$ cat config.mk
export PLATFORM = sky130hd
export DESIGN_NAME = tracking_frame_arbiter
export DESIGN_NICKNAME = d
export VERILOG_FILES = /design/src/rtl/tracking_frame_arbiter.sv
export SDC_FILE = /design/constraint.sdc
export NUM_CORES = 1
export LEC_CHECK = 0
export CORE_ASPECT_RATIO = 0.9
export CORE_MARGIN = 2
export CORE_UTILIZATION = 30
export CTS_CLUSTER_SIZE = 40
export DETAILED_ROUTE_END_ITERATION = 8
export SLEW_MARGIN = 30
export SYNTH_ARGS = -nofsm -noshare
export SYNTH_HDL_FRONTEND = slang
export SYNTH_SLANG_ARGS = --single-unit
export TNS_END_PERCENT = 5
$ cat constraint.sdc
create_clock -name clock_50 -period 4.9 [get_ports clock_50]
set_clock_uncertainty 0.2 [all_clocks]
set_input_delay 0.98 -clock clock_50 [delete_from_list [all_inputs] [get_ports clock_50]]
set_output_delay 0.98 -clock clock_50 [all_outputs]
set_load 0.02 [all_outputs]
$ cat src/rtl/tracking_frame_arbiter.sv
// Purpose : shares one tracking engine between two camera pixel sources, one whole frame per grant, round-robin.
// Latency : pixel path is combinational (zero cycles); result strobe one cycle after capture.
// Backpr. : trk_full drops the granted source's ready; the non-granted source always sees ready=0.
//
// Ports:
//   clock_50, reset (async, active-low)
//   src0_valid/src0_data/src0_ready, src1_valid/src1_data/src1_ready : 24-bit BGR pixel streams
//   trk_wr_en/trk_din/trk_full : write side of the engine input FIFO
//   trk_valid/trk_center_x/trk_center_y/trk_width/trk_height : engine result
//   res_valid/res_src/res_err/res_center_x/res_center_y/res_width/res_height : tagged result
//   grant : current/last granted source, busy : high outside IDLE
//
// Optional build macro TRK_ARB_TIMEOUT_EN: bounds WAIT_RESULT to TIMEOUT_CYCLES cycles and
// reports an aborted frame with res_err=1 and zeroed fields. Undefined: waits forever, res_err=0.
module tracking_frame_arbiter #(
  parameter int WIDTH          = 720,
  parameter int HEIGHT         = 540,
  parameter int TIMEOUT_CYCLES = 65536
) (
  input  logic        clock_50,
  input  logic        reset,
  input  logic        src0_valid,
  input  logic [23:0] src0_data,
  output logic        src0_ready,
  input  logic        src1_valid,
  input  logic [23:0] src1_data,
  output logic        src1_ready,
  output logic        trk_wr_en,
  output logic [23:0] trk_din,
  input  logic        trk_full,
  input  logic        trk_valid,
  input  logic [11:0] trk_center_x,
  input  logic [11:0] trk_center_y,
  input  logic [11:0] trk_width,
  input  logic [11:0] trk_height,
  output logic        res_valid,
  output logic        res_src,
  output logic        res_err,
  output logic [11:0] res_center_x,
  output logic [11:0] res_center_y,
  output logic [11:0] res_width,
  output logic [11:0] res_height,
  output logic        grant,
  output logic        busy
);

  localparam int NPIX = WIDTH * HEIGHT;
  localparam int CW   = (NPIX > 1) ? $clog2(NPIX) : 1;
  localparam logic [CW-1:0] LAST_PIX = CW'(NPIX - 1);

  localparam logic [1:0] S_IDLE   = 2'd0;
  localparam logic [1:0] S_STREAM = 2'd1;
  localparam logic [1:0] S_WAIT   = 2'd2;
  localparam logic [1:0] S_REPORT = 2'd3;

  logic [1:0]    r_state;
  logic          r_grant;
  logic          r_last_grant;
  logic          r_pend;
  logic [CW-1:0] r_pix_cnt;
  logic [23:0]   r_din;
  logic [11:0]   r_cx, r_cy, r_w, r_h;

  logic          w_streaming;
  logic          w_src_vld;
  logic [23:0]   w_src_dat;
  logic          w_xfer;
  logic          w_last;
  logic          w_timeout;

  assign w_streaming = (r_state == S_STREAM);
  assign w_src_vld   = r_grant ? src1_valid : src0_valid;
  assign w_src_dat   = r_grant ? src1_data  : src0_data;
  assign w_xfer      = w_streaming & w_src_vld & ~trk_full;
  assign w_last      = w_xfer & (r_pix_cnt == LAST_PIX);

  assign src0_ready   = w_streaming & ~r_grant & ~trk_full;
  assign src1_ready   = w_streaming &  r_grant & ~trk_full;
  assign trk_wr_en    = w_xfer;
  // Outside a transfer the FIFO data bus keeps the last written pixel.
  assign trk_din      = w_xfer ? w_src_dat : r_din;
  assign res_valid    = (r_state == S_REPORT);
  assign res_src      = r_grant;
  assign res_center_x = r_cx;
  assign res_center_y = r_cy;
  assign res_width    = r_w;
  assign res_height   = r_h;
  assign grant        = r_grant;
  assign busy         = (r_state != S_IDLE);

`ifdef TRK_ARB_TIMEOUT_EN
  localparam int TW = (TIMEOUT_CYCLES > 1) ? $clog2(TIMEOUT_CYCLES) : 1;
  localparam logic [TW-1:0] TO_LAST = TW'(TIMEOUT_CYCLES - 1);

  logic [TW-1:0] r_to_cnt;
  logic          r_err;

  // Counter is 0 on the first WAIT_RESULT cycle, so REPORT lands exactly TIMEOUT_CYCLES later.
  assign w_timeout = (r_state == S_WAIT) & ~trk_valid & (r_to_cnt == TO_LAST);
  assign res_err   = r_err;

  always_ff @(posedge clock_50 or negedge reset) begin
    if (!reset) begin
      r_to_cnt <= '0;
      r_err    <= 1'b0;
    end else begin
      if (r_state == S_WAIT) r_to_cnt <= r_to_cnt + TW'(1);
      else                   r_to_cnt <= '0;
      if (w_timeout)
        r_err <= 1'b1;
      else if (trk_valid && (r_state == S_STREAM || r_state == S_WAIT))
        r_err <= 1'b0;
    end
  end
`else
  assign w_timeout = 1'b0;
  assign res_err   = 1'b0;
`endif

  always_ff @(posedge clock_50 or negedge reset) begin
    if (!reset) begin
      r_state      <= S_IDLE;
      r_grant      <= 1'b0;
      r_last_grant <= 1'b1;
      r_pend       <= 1'b0;
      r_pix_cnt    <= '0;
      r_din        <= '0;
      r_cx         <= '0;
      r_cy         <= '0;
      r_w          <= '0;
      r_h          <= '0;
    end else begin
      if (w_xfer) r_din <= w_src_dat;
      case (r_state)
        S_IDLE: begin
          if (src0_valid | src1_valid) begin
            r_grant <= (src0_valid & src1_valid) ? ~r_last_grant : src1_valid;
            r_state <= S_STREAM;
          end
        end
        S_STREAM: begin
          // Engine may still be finishing the previous frame; keep its result pending.
          if (trk_valid) begin
            r_cx   <= trk_center_x;
            r_cy   <= trk_center_y;
            r_w    <= trk_width;
            r_h    <= trk_height;
            r_pend <= 1'b1;
          end
          if (w_xfer) begin
            if (w_last) begin
              r_pix_cnt    <= '0;
              r_last_grant <= r_grant;
              // A result arriving with the last pixel counts as already pending.
              r_state      <= (r_pend | trk_valid) ? S_REPORT : S_WAIT;
            end else begin
              r_pix_cnt <= r_pix_cnt + CW'(1);
            end
          end
        end
        S_WAIT: begin
          if (trk_valid) begin
            r_cx    <= trk_center_x;
            r_cy    <= trk_center_y;
            r_w     <= trk_width;
            r_h     <= trk_height;
            r_state <= S_REPORT;
          end else if (w_timeout) begin
            r_cx    <= '0;
            r_cy    <= '0;
            r_w     <= '0;
            r_h     <= '0;
            r_state <= S_REPORT;
          end
        end
        S_REPORT: begin
          r_pend  <= 1'b0;
          r_state <= S_IDLE;
        end
        default: r_state <= S_IDLE;
      endcase
    end
  end

endmodule

Word-level counts from Yosys, hierarchy flattened
Cells that the tools add are included.
{"block": "totals", "elab_cells": 56, "register_bits": 96, "output_inout_bits": 80, "inputBits": 102}
{"block": "classes", "eq_ne": 9, "bitwise_logic": 13, "n_mux": 13, "n_reduce_logical": 10, "addsub": 1}
{"cell": "$mux 24", "count": 2}
{"cell": "$add 19x1->19 const B", "count": 1}
{"cell": "$eq 19x19->1 const B", "count": 1}
{"cell": "$mux 19", "count": 1}
{"cell": "$and 1x1->1", "count": 8}
{"cell": "$mux 2", "count": 4}
{"cell": "$pmux 2 s4", "count": 1}
{"cell": "$reduce_and 2->1", "count": 4}
{"cell": "$ne 2x2->1 const B", "count": 3}
{"cell": "$eq 2x2->1 const B", "count": 2}
{"cell": "$mux 1", "count": 4}
{"cell": "$ne 2x1->1 const B", "count": 2}
{"cell": "$reduce_and 4->1", "count": 1}
{"cell": "$reduce_bool 2->1", "count": 2}
{"cell": "$not 1->1", "count": 3}
{"cell": "$reduce_and 3->1", "count": 1}
{"cell": "$eq 2x1->1 const B", "count": 1}
{"cell": "$logic_not 2->1", "count": 1}
{"cell": "$or 1x1->1", "count": 2}
{"cell": "$pmux 1 s2", "count": 1}
{"cell": "$reduce_or 2->1", "count": 1}

Depth between registers and ports, before layout
{"block": "depth", "word_depth": 7, "ltp_mapped": 9}

Least setup slack after synthesis
Ideal clock, no wire load.
{"block": "synth_path", "path_type": "input port to output port", "startpoint": "in trk_full", "endpoint": "out trk_din[19]", "slack_ns": 1.309, "cell_stages": 5, "arrival_time_ns": 2.411, "cell_sequence": "nand2b_1 or2_2 clkbuf_1 clkbuf_1 o21ai_0"}
{"block": "synth_via", "elab_chain_len": 3}
{"element": "start, declared", "line_no": "30", "rtl": "input logic trk_full,"}
{"element": "$not 1->1", "line_no": "74", "rtl": "assign w_xfer = w_streaming & w_src_vld & ~trk_full;"}
{"element": "$and 1x1->1", "line_no": "74"}
{"element": "$mux 24"}
{"element": "end, declared", "line_no": "29", "rtl": "output logic [23:0] trk_din,"}
Every way passes these cells.

Final worst setup path
{"block": "layout_path", "startpoint": "in src0_valid", "endpoint": "out trk_din[21]"}
{"block": "layout_via", "elab_chain_len": 4}
{"element": "start, declared", "line_no": "22", "rtl": "input logic src0_valid,"}
{"element": "$mux 1", "line_no": "72", "rtl": "assign w_src_vld = r_grant ? src1_valid : src0_valid;"}
{"element": "$and 1x1->1 (2 in a row)", "line_no": "74"}
{"element": "$mux 24"}
Every way passes these cells.

==> impl_metrics.yaml <==
run_status:
  status: "finished clean"
floorplanning:
  rows: 40
  dieArea_um2: 14800
  die_h_um: 116
  start_util: 0.309
  ios: 182
  die_x_um: 128
  core_area_um2: 13500
logic_synthesis:
  synthesis.nets: 449
  synth_cell_types: 36
  synth_most_common_cell: "dfrtp_1"
  ys_ff_latch: 96
  yosys.area.top_type: "dfrtp_1"
  ys_warn_count: 0
  synth_edf_count: 0
  syn_area_um2: 4160
  yosysSeqAreaShare: 0.578
  avgSynthCellArea_um2: 12.2
  synth.area.top_cells: "dfrtp_1 57%, mux2_2 13%, mux2i_1 6.0%"
  syn_inst: 342
  yosys-top-cells-count: "95 x dfrtp_1, 49 x mux2_2, 39 x nand2_1"
  synth.top_cell.area_share: 0.571
  ys_async_sr_fraction: 1.00
  synthFlopType: "dfrtp_1"
final_layout:
  drive_gt1_frac: 0.145
  syn_to_final_growth_pct: 55.4
  design_area_um2: 6470
  diodes: 0
  fin_nets: 626
  layoutNonFillerInstCount: 692
clock_tree:
  ctsLongestPathBuffers: 2
  cts_tree: "built"
  cts_root_buffer: "clkbuf_16"
  clkTransAtPathRegs_ns: 0.06
  cts_buffers: 9
  cts_sinks: 96
  ctsResizeCount: 0
  hold_buffers: 0
  h-tree-depth: 3
  cts_setup_buffers: 0
  clk_latency_ns: 0.34
global_routing:
  busiest_layer: "met2"
  gr-usage-met2: 0.246
  use_met3: 0.0711
  first_global_vias: 3355
  grt_first_pass_wirelength_mm: 16.6
  antenna_found_initial: 0
  grt_overflow_total: 0
  grt_use_total: 0.145
  grt_max_degree: 66
  grt_use_met1: 0.163
place:
  dp.cells: 675
  gp_congestion: 0.771
  dp_hpwl_mm: 7.56
  place_ws_ns: 0.588
  placed_area_um2: 6120
  io_buffers: 180
critical_path:
  r2r_end: "r_state[1]"
  ff2ff_setup_slack_ns: 2.14
  cpMostUsedCell: "clkdlybuf4s50_1"
  critPathCaptureType: "primary output"
  cp_cell_sequence: "clkdlybuf4s50_1, mux2i_1, or2_2, buf_12, o21ai_0, clkdlybuf4s50_1"
  crit_path_top_delay_cell: "clkdlybuf4s50_1"
  r2r-start: "r_state[1]"
  critPathRequiredTime_ns: 3.72
  crit_type: "primary input to primary output"
  r2r_cells: 7
  crit_start: "src0_valid"
  cp_max_fo: 54
  critical_path.max_stage_delay_ns: 0.66
  startpoint_type: "primary input"
  cp_data_arrival_time_ns: 3.16
flow_run:
  drv_cap: 0
sta:
  setup_viol: 0
  final.setup.tns_ns: 0
  slew_headroom: 0.534
  finalHoldViolCount: 0
  fin_crit_sh: 0.885
  postLayoutSetupSlackWorst_ns: 0.563
  worst_pin_slew_ns: 0.693
  fin_crit_ns: 4.34
  slew_violations: 0
  fmax_mhz: 231
  grt_setup_unrepaired: "no"
hold_path:
  min_from: "r_pix_cnt[11]"
  hold_depth: 1
  min_path_type: "flip-flop to flip-flop"
  hold_end: "r_pix_cnt[11]"
routing:
  drt_first_pass_iters: 4
  vias: 3231
  finalWirelength_mm: 10.4
  drc: 0
  drt_iter0_drc: 140
  via_per_inst: 4.67
  antenna_left: 0
  wl_per_cell_um: 15.0
power_and_ir_drop:
  p_per_area_nw_per_um2: 624
  cellLeakagePower_nw: 2.77
  ir_drop_mv: 0.288
==> cells by family after synthesis <==
kind of cell | after synthesis | synth area share
adder cells (fa/ha/maj) | 5 | 0.0150
AND/OR/NAND/NOR | 83 | 0.0953
multiplexers | 76 | 0.200
XOR/XNOR | 12 | 0.0253
flip-flops | 96 | 0.578
other | 1 | 0.000901
AO/OA/AOI/OAI | 42 | 0.0565
buffers and inverters | 27 | 0.0295
==> through the flow <==
| stage | total power [W] | hold WS (ns) | util |
|---|---|---|---|
| 6_report | 0.00404 | 0.289 | 0.480 |
| 4_1_cts | 0.00410 | 0.294 | 0.479 |
| 3_3_place_gp | 0.00328 | 0.275 | 0.455 |
| 5_1_grt | 0.00428 | 0.305 | 0.480 |
| 3_5_place_dp | 0.00331 | 0.279 | 0.455 |
| 2_1_floorplan | 0.00240 | 0.253 | - |
==> sequential cells by signal, summed over array words and instances (netlist names) <==
name / cells
grant: 1
r_din: 24
r_last_grant: 1
r_pend: 1
r_pix_cnt: 19
r_state: 2
res_center_x: 12
res_center_y: 12
res_height: 12
res_width: 12
==> area by class of cell <==
class	count	area (um^2)
clock inverters	5	80.1
inverters	9	33.8
repair buffers	184	1850
multi-input cells	219	1640
clock buffers	11	243
flip-flops and latches	96	2400
well taps	168	210
fillers	1228	7000
==> where the power goes <==
group          switching, W  internal (W)
registers          0.000145       0.00112
logic              0.000973       0.00104
clock network      0.000301      0.000460
==> critical path: cells and delay by family <==
kind,cells,cell delay (ns)
and+or+nand+nor,1,0.33
muxes,1,0.16
AOI/OAI and AO/OA,1,0.27
buffers and inverters,3,1.37
==> cells in the final DEF (no fill, tap or decap), drive strengths merged, types with 4 or more instances in the layout <==
cell type      netlist  layout
clkbuf               8      11
xor2                 5       5
xnor2                7       7
mux2                51      51
nand2               39      39
buf                 10       5
nor3                 4       4
nand3               11      11
o21ai               33      33
nand4                4       4
clkdlybuf4s50        0     179
nor2                11      11
and3                 4       4
dfrtp               95      95
inv                  9       9
ha                   5       5
mux2i               25      25
==> per-layer routing <==
metal / vias to the layer above / routed length [um]
met1: 1568 / 4250
met2: 113 / 5170
met3: 12 / 850
met5: - / 0
met4: 0 / 139
li1: 1538 / -
==> how the worst max path moves through the flow <==
stage                   to  slack, ns  cells past startpoint
2_1_floorplan  trk_din[19]       1.31                      5
3_3_place_gp   trk_din[16]       0.62                      6
3_5_place_dp    trk_din[1]       0.59                      6
4_1_cts         trk_din[1]       0.57                      6
5_1_grt         trk_din[1]       0.47                      6
6_report       trk_din[21]       0.56                      6
Note: power is estimated with default switching activity, not from simulation.
